===== src/rtl/gbuf_loader.sv =====
// Byte-stream to word packer that fills one global buffer (A or B) row by row.
// Four bytes per word, little-endian; pulses done once the requested rows are written.
module gbuf_loader #(
    parameter int WORD_SIZE = 32,
    parameter int IDX_W     = 5,
    parameter int DEPTH     = 32
) (
    input  logic                 clk,
    input  logic                 rst_n,
    input  logic                 start,
    input  logic [IDX_W:0]       num_words,
    input  logic                 s_valid,
    input  logic [7:0]           s_data,
    input  logic                 s_last,
    output logic                 s_ready,
    output logic                 wr_en,
    output logic [IDX_W-1:0]     index,
    output logic [WORD_SIZE-1:0] data_in,
    output logic                 busy,
    output logic                 done,
    output logic                 err_short
);

    localparam int BPW  = WORD_SIZE / 8;
    localparam int BC_W = (BPW > 1) ? $clog2(BPW) : 1;
    localparam logic [IDX_W:0]  LP_DEPTH     = (IDX_W + 1)'(DEPTH);
    localparam logic [BC_W-1:0] LP_LAST_BYTE = BC_W'(BPW - 1);
    localparam logic [IDX_W:0]  LP_ONE_W     = (IDX_W + 1)'(1);
    localparam logic [BC_W-1:0] LP_ONE_B     = BC_W'(1);

    typedef enum logic [1:0] {
        ST_IDLE  = 2'd0,
        ST_FILL  = 2'd1,
        ST_WRITE = 2'd2,
        ST_DONE  = 2'd3
    } state_t;

    state_t               r_state;
    state_t               w_next;
    logic [IDX_W:0]       r_count;
    logic [IDX_W:0]       r_word_cnt;
    logic [BC_W-1:0]      r_byte_cnt;
    logic [WORD_SIZE-1:0] r_pack;
    logic                 r_short;

    logic [IDX_W:0]       w_count_in;
    logic                 w_hs;
    logic                 w_last_byte;
    logic                 w_final_word;

    // Handshake qualification and the clamped load length.
    always_comb begin
        w_count_in   = (num_words > LP_DEPTH) ? LP_DEPTH : num_words;
        w_hs         = (r_state == ST_FILL) && s_valid;
        w_last_byte  = (r_byte_cnt == LP_LAST_BYTE);
        w_final_word = ((r_word_cnt + LP_ONE_W) == r_count);
    end

    // State register.
    always_ff @(posedge clk or negedge rst_n) begin
        if (!rst_n) begin
            r_state <= ST_IDLE;
        end else begin
            r_state <= w_next;
        end
    end

    // Next-state decode.
    always_comb begin
        w_next = r_state;
        case (r_state)
            ST_IDLE: begin
                if (start) begin
                    w_next = (w_count_in == '0) ? ST_DONE : ST_FILL;
                end else begin
                    w_next = ST_IDLE;
                end
            end
            ST_FILL: begin
                if (w_hs && (w_last_byte || s_last)) begin
                    w_next = ST_WRITE;
                end else begin
                    w_next = ST_FILL;
                end
            end
            ST_WRITE: begin
                if (w_final_word || r_short) begin
                    w_next = ST_DONE;
                end else begin
                    w_next = ST_FILL;
                end
            end
            ST_DONE: w_next = ST_IDLE;
            default: w_next = ST_IDLE;
        endcase
    end

    // Counters, pack register and early-termination flag.
    always_ff @(posedge clk or negedge rst_n) begin
        if (!rst_n) begin
            r_count    <= '0;
            r_word_cnt <= '0;
            r_byte_cnt <= '0;
            r_pack     <= '0;
            r_short    <= 1'b0;
        end else begin
            case (r_state)
                ST_IDLE: begin
                    if (start) begin
                        r_count    <= w_count_in;
                        r_word_cnt <= '0;
                        r_byte_cnt <= '0;
                        r_pack     <= '0;
                        r_short    <= 1'b0;
                    end
                end
                ST_FILL: begin
                    if (w_hs) begin
                        r_pack[{r_byte_cnt, 3'b000} +: 8] <= s_data;
                        r_byte_cnt <= r_byte_cnt + LP_ONE_B;
                        // s_last only counts as normal on the very last byte of the load
                        if (s_last && !(w_last_byte && w_final_word)) begin
                            r_short <= 1'b1;
                        end
                    end
                end
                ST_WRITE: begin
                    r_word_cnt <= r_word_cnt + LP_ONE_W;
                    r_byte_cnt <= '0;
                    r_pack     <= '0;
                end
                ST_DONE: begin
                    r_byte_cnt <= '0;
                end
                default: begin
                    r_byte_cnt <= '0;
                end
            endcase
        end
    end

    // Outputs decode straight from state and datapath registers; idle write bus is held at zero.
    always_comb begin
        s_ready   = (r_state == ST_FILL);
        wr_en     = (r_state == ST_WRITE);
        index     = (r_state == ST_WRITE) ? r_word_cnt[IDX_W-1:0] : '0;
        data_in   = (r_state == ST_WRITE) ? r_pack : '0;
        busy      = (r_state != ST_IDLE);
        done      = (r_state == ST_DONE);
        err_short = (r_state == ST_DONE) && r_short;
    end

endmodule


===== config.mk =====
export PLATFORM = sky130hd
export DESIGN_NAME = gbuf_loader
export DESIGN_NICKNAME = d
export VERILOG_FILES = /design/src/rtl/gbuf_loader.sv
export SDC_FILE = /design/constraint.sdc
export NUM_CORES = 1
export LEC_CHECK = 0
export CAP_MARGIN = 20
export CELL_PAD_IN_SITES_DETAIL_PLACEMENT = 1
export CELL_PAD_IN_SITES_GLOBAL_PLACEMENT = 1
export CORE_ASPECT_RATIO = 1.2
export CORE_MARGIN = 2
export CORE_UTILIZATION = 35
export CTS_BUF_LIST = sky130_fd_sc_hd__clkbuf_16
export DETAILED_ROUTE_END_ITERATION = 16
export PLACE_DENSITY = 0.83
export RECOVER_POWER = 100
export SETUP_SLACK_MARGIN = 0.5
export SYNTH_ARGS = -nofsm -noshare
export SYNTH_HDL_FRONTEND = slang
export SYNTH_SLANG_ARGS = --single-unit

===== constraint.sdc =====
create_clock -name clk -period 1.8 [get_ports clk]
set_input_delay 0.36 -clock clk [delete_from_list [all_inputs] [get_ports clk]]
set_output_delay 0.36 -clock clk [all_outputs]
set_load 0.02 [all_outputs]

# Yosys cells after proc, flatten, opt, wreduce, memory -nomap -nowiden
# Cells that the tools add are included.
dict set report totals {
  regBits 49
  in_bits 19
  out_inout_bits 42
  elab_cells 61
}
dict set report op_classes {
  add_sub_neg 3
  order_cmp 1
  eq_ne 8
  shift 2
  muxes 21
  n_reduce_logical 20
}
# cell count
set op_table {}
lappend op_table {{$mux 32} 3}
lappend op_table {{$pmux 32 s3} 1}
lappend op_table {{$bwmux 32} 1}
lappend op_table {{$shift 8x7->32 const A} 1}
lappend op_table {{$shiftx 8x7->32} 1}
lappend op_table {{$mux 2} 6}
lappend op_table {{$mux 6} 2}
lappend op_table {{$pmux 6 s2} 1}
lappend op_table {{$pmux 2 s4} 1}
lappend op_table {{$neg 5->7} 1}
lappend op_table {{$add 6x1->6 const B} 1}
lappend op_table {{$eq 2x2->1 const B} 3}
lappend op_table {{$eq 6x6->1} 1}
lappend op_table {{$gt 6x6->1 const B} 1}
lappend op_table {{$logic_not 6->1} 1}
lappend op_table {{$pmux 2 s3} 1}
lappend op_table {{$reduce_and 2->1} 3}
lappend op_table {{$reduce_bool 2->1} 3}
lappend op_table {{$logic_and 1x1->1} 5}
lappend op_table {{$mux 5} 1}
lappend op_table {{$ne 2x1->1 const B} 2}
lappend op_table {{$reduce_and 4->1} 1}
lappend op_table {{$mux 1} 3}
lappend op_table {{$reduce_and 3->1} 1}
lappend op_table {{other kinds (9)} 10}

# Logic depth before layout (Yosys ltp)
dict set report depth {
  ltp_word 8
  ltp_mapped 8
  ltp_nobuf 6
}

# Worst setup path before layout
# No wires, ideal clock.
dict set report synth_path {
  path_kind {reg2reg}
  startpoint {reg r_byte_cnt[0]}
  endpoint {reg r_pack[0]}
  setup_ns 0.083
  arrival_time_ns 1.690
  required_ns 1.717
  path_slack_ns 0.027
  stages_incl_launch_ff 6
  path_buffers 0
  synth_period_minus_slack_ns 1.773
  path_cell_list {dfrtp_1 > inv_2 > ha_1 > nor4b_2 > nand2_1 > o21ai_0}
}
dict set report synth_via {
  elab_chain_cells 5
  elab_cells_between_ends 6
  cone_classes {add/sub (1); shift (2); mux (3)}
}
# element line_no
set synth_rtl {}
lappend synth_rtl {{start, declared} 42} ;# logic [BC_W-1:0] r_byte_cnt;
lappend synth_rtl {{start signal, assigned} 120} ;# r_byte_cnt <= r_byte_cnt + LP_ONE_B;
lappend synth_rtl {{$neg 5->7 *} 119} ;# r_pack[{r_byte_cnt, 3'b000} +: 8] <= s_data;
lappend synth_rtl {{$shiftx 8x7->32 or $shift 8x7->32 (tied branches)} 119}
lappend synth_rtl {{$bwmux 32 *} 119}
lappend synth_rtl {{$mux 32 *} 118} ;# if (w_hs) begin
lappend synth_rtl {{$pmux 32 s3 *} 107} ;# case (r_state)
lappend synth_rtl {{end signal, assigned by index} 119}
lappend synth_rtl {{end, declared} 43} ;# logic [WORD_SIZE-1:0] r_pack;
# Mark *: on every way between the ends. The rest lies on a longest branch, timed or not. The select of a mux whose other input is x is not followed.
# A chain may end at the register's enable or synchronous reset.

# Worst setup path in the final report
dict set report layout_path {
  startpoint {reg r_state[1]}
  endpoint {out index[1]}
}
dict set report layout_via {
  elab_chain_cells 2
}
# element line_no
set layout_rtl {}
lappend layout_rtl {{start, declared} 38} ;# state_t r_state;
lappend layout_rtl {{start signal, assigned} 64} ;# r_state <= w_next;
lappend layout_rtl {{$eq 2x2->1} 146} ;# index = (r_state == ST_WRITE) ? r_word_cnt[IDX_W-1:0] : '0;
lappend layout_rtl {{$mux 5} 146}
lappend layout_rtl {{end, declared} 17} ;# output logic [IDX_W-1:0] index,
# No other way between the ends.

==> run_results.csv <==
group,metric,value,unit
power_and_ir_drop,power_frac_comb,50.0,%
clocking,cts_buffers,5,
floorplanning,start_util,36.19,%
timing,slew_viol_final,0,
power_and_ir_drop,seqPwrFrac,30.7,%
critical_path,cp.arrival,1.47,ns
global_routing,grt_pass1_wl,13130,um
yosys,yosysWarnings,0,
global_routing,grt_max_degree,50,
critical_path,crit_type,"register to output port",
routing,drtIter0Drc,81,
floorplanning,dieArea,0.008190,sq mm
timing,layout_setup_ws,-0.03264,ns
floorplanning,io_pins,61,
cells_and_area,layout_commonest_cell,"buf_4",
timing,worst_slew_pin_slew,1.221,ns
global_routing,grt_pass1_vias,2557,
clocking,clock_sinks,49,
cells_and_area,fin_cells,435,
placement,dp_hpwl,5354,um
routing,drc,0,
job,maxCapViolCount,0,
power_and_ir_drop,power_leakage,1.793,nW
routing,drt_wl_total,7999,um
cells_and_area,drive_gt1_share,46.38,%
placement,placed_cells,410,
outcome,violations,"setup timing",
routing,ant_nets,0,
cells_and_area,fillers,797,
yosys,syn_avg_cell_area,10.26,sq um
timing,hold_viol,0,
power_and_ir_drop,p_sw,2.030,mW
timing,setup_violations,29,
power_and_ir_drop,ir_drop,0.5444,mV
placement,routabilityCongestion,0.7699,
critical_path,reg2reg_from,"r_state[1]$_DFF_PN0_",
cells_and_area,multi_input_area,0.001524,sq mm
global_routing,antenna_found_initial,0,
timing,skew,0.005666,ns
cells_and_area,nNetsFinal,368,
floorplanning,core,0.007232,sq mm
routing,drtPass1Iterations,2,
yosys,synth_edf_count,0,
timing,finalCritPeriodShare,101.8,%
clocking,clockBufferDepth,2,
yosys,ys_async_sr_fraction,100.0,%
outcome,outcome,"complete, but fails checks",
power_and_ir_drop,clockPowerShare,19.3,%
clocking,cts.root.buffer_cell,"clkbuf_16",
routing,routed-via-count,2295,
floorplanning,rows,34,
power_and_ir_drop,p_total,4.951,mW
power_and_ir_drop,powerDensity,1271,mW/mm^2
critical_path,worstPathRequired,1.44,ns
critical_path,r2r_end,"r_pack[13]$_DFFE_PN0P_",
global_routing,grt_use_total,20.21,%
clocking,cts_tree,"built",
clocking,clock_latency,0.29,ns
global_routing,grt-ovfl-total,0,
timing,fmax,545.7,MHz
worst_hold_path,hp-class,"input port to async pin",
yosys,synth_ff_type,"dfrtp_1",
routing,via_per_inst,5.276,
critical_path,cp-end-kind,"output port",
yosys,postSynthCellCount,255,
clocking,h-tree-depth,2,
timing,rsz0062_at_grt,"true",
power_and_ir_drop,switching_share,41.00,%
floorplanning,fp.dieW,82.95,um
cells_and_area,regArea,0.001234,sq mm
timing,min_period,1.833,ns
cells_and_area,diodes,0,
yosys,synth_sequential_area_ratio,46.85,%
placement,port_buffers,60,
timing,slew_headroom,18.57,%
yosys,synth_seq_cells,49,
critical_path,cp-startpoint,"r_state[1]$_DFF_PN0_",
clocking,cts_hold_buf,0,
clocking,clk_pin_slew,0.07,ns
cells_and_area,mostFrequentLayoutCells,"buf_4 (46), dfrtp_1 (43), and2_4 (37), nand2_1 (32), a22o_1 (25)",
critical_path,cp_max_fo,4,
critical_path,worst_r2r_path_depth,7,
floorplanning,die_y,98.74,um
yosys,ys_types,45,
power_and_ir_drop,p_int,2.921,mW
yosys,syn-num-nets,279,
critical_path,cp-start-kind,"register",
cells_and_area,syn_to_final_growth,48.81,%
yosys,netlist_area,0.002618,sq mm
critical_path,r2r_slack,0.02,ns
routing,wl_per_cell,18.39,um
## area by class of cell
class | count | share of cell area, %
tap | 90 | 2.891
inverter | 6 | 0.8995
sequential | 49 | 31.67
clock inverter | 3 | 0.5461
multi-input combinational | 188 | 39.13
clock buffer | 5 | 3.212
timing repair buffer | 94 | 21.65
## cells by family after synthesis
| kind of cell | Yosys count | share of synthesized area (%) |
|---|---|---|
| flops | 49 | 46.85 |
| buf+inv | 19 | 4.063 |
| xor+xnor | 8 | 2.677 |
| compound gates | 64 | 18.93 |
| mux | 2 | 0.8604 |
| simple gates | 108 | 24.24 |
| fa+ha+maj | 5 | 2.390 |
## layer usage
metal | track usage [%] | share of wire [%] | up-vias
met5 | 0 | 0 | -
met4 | 7.945 | 2.6 | 0
met3 | 3.518 | 3.7 | 17
met2 | 38.21 | 54 | 64
met1 | 22.33 | 39 | 1151
li1 | - | - | 1063
## timing repair
| action | in CTS | in global routing |
|---|---|---|
| buffers inserted | 12 | 2 |
| resized for setup | 220 | 23 |
| gates cloned | 2 | 1 |
| endpoints found under the hold margin | 0 | 0 |
| endpoints found under the setup margin | 85 | 90 |
| pin swaps | 9 | 7 |
## power by group through the flow
stage / sequential (mW) / combinational [mW] / clock [mW]
after floorplan: 1.43 / 1.51 / 0
after global placement: 1.51 / 1.97 / 0
after detailed placement: 1.53 / 2.06 / 0
after CTS: 1.49 / 2.37 / 0.960
after global routing: 1.55 / 2.67 / 1.02
final: 1.52 / 2.48 / 0.956
## critical path, cell delays in order (launching register included)
cell     delay (ns)
dfrtp_1        0.43
inv_6          0.08
nor2_4         0.04
buf_4          0.13
buf_6          0.10
buf_6          0.11
and2_4         0.16
buf_6          0.12
## synth_stat cells, types with 2 or more instances
cell	n	area [sq um]
xnor2_1	5	43.79
nor3_1	5	25.02
dfrtp_1	49	1226
xor2_1	3	26.28
inv_1	3	11.26
or2_2	3	18.77
a31oi_1	3	18.77
nor2b_1	2	12.51
and3_1	2	12.51
and2_1	38	237.7
a31oi_4	3	63.81
inv_6	2	17.52
nand2b_1	6	37.54
clkbuf_1	7	26.28
mux2_2	2	22.52
o21ai_1	2	10.01
nand3_1	3	15.01
ha_1	5	62.56
nand2_1	32	120.1
a22o_1	25	219.0
buf_2	3	15.01
nor2_1	7	26.28
nor4_4	2	42.54
o21ai_0	18	90.09
a21oi_1	4	20.02
a22oi_1	2	15.01
## sequential cells by signal, summed over array words and instances, names as in the netlist
| register | count |
|---|---|
| r_word_cnt | 6 |
| r_byte_cnt | 2 |
| r_pack | 32 |
| r_state | 2 |
| r_short | 1 |
| r_count | 6 |
## stage by stage
stage / setup slack, ns / utilization (%) / area [sq um] / hold slack, ns / setup TNS (ns)
3_5_place_dp: -0.1239 / 49.43 / 3575 / 0.3689 / -5.295
3_3_place_gp: -0.08310 / 49.43 / 3575 / 0.3678 / -3.173
5_1_grt: -0.06768 / 53.86 / 3895 / 0.4861 / -3.301
6_report: -0.03264 / 53.86 / 3895 / 0.3908 / -0.4382
4_1_cts: 0.01397 / 53.08 / 3839 / 0.06121 / 0
2_1_floorplan: 0.1785 / - / 2828 / 0.06441 / 0
## worst max-delay path by stage
stage,endpoint
6_report,index[1]
5_1_grt,index[4]
4_1_cts,index[0]
3_5_place_dp,r_pack[19]$_DFFE_PN0P_
3_3_place_gp,data_in[11]
2_1_floorplan,r_pack[24]$_DFFE_PN0P_
Note: power is estimated with default switching activity, not from simulation.
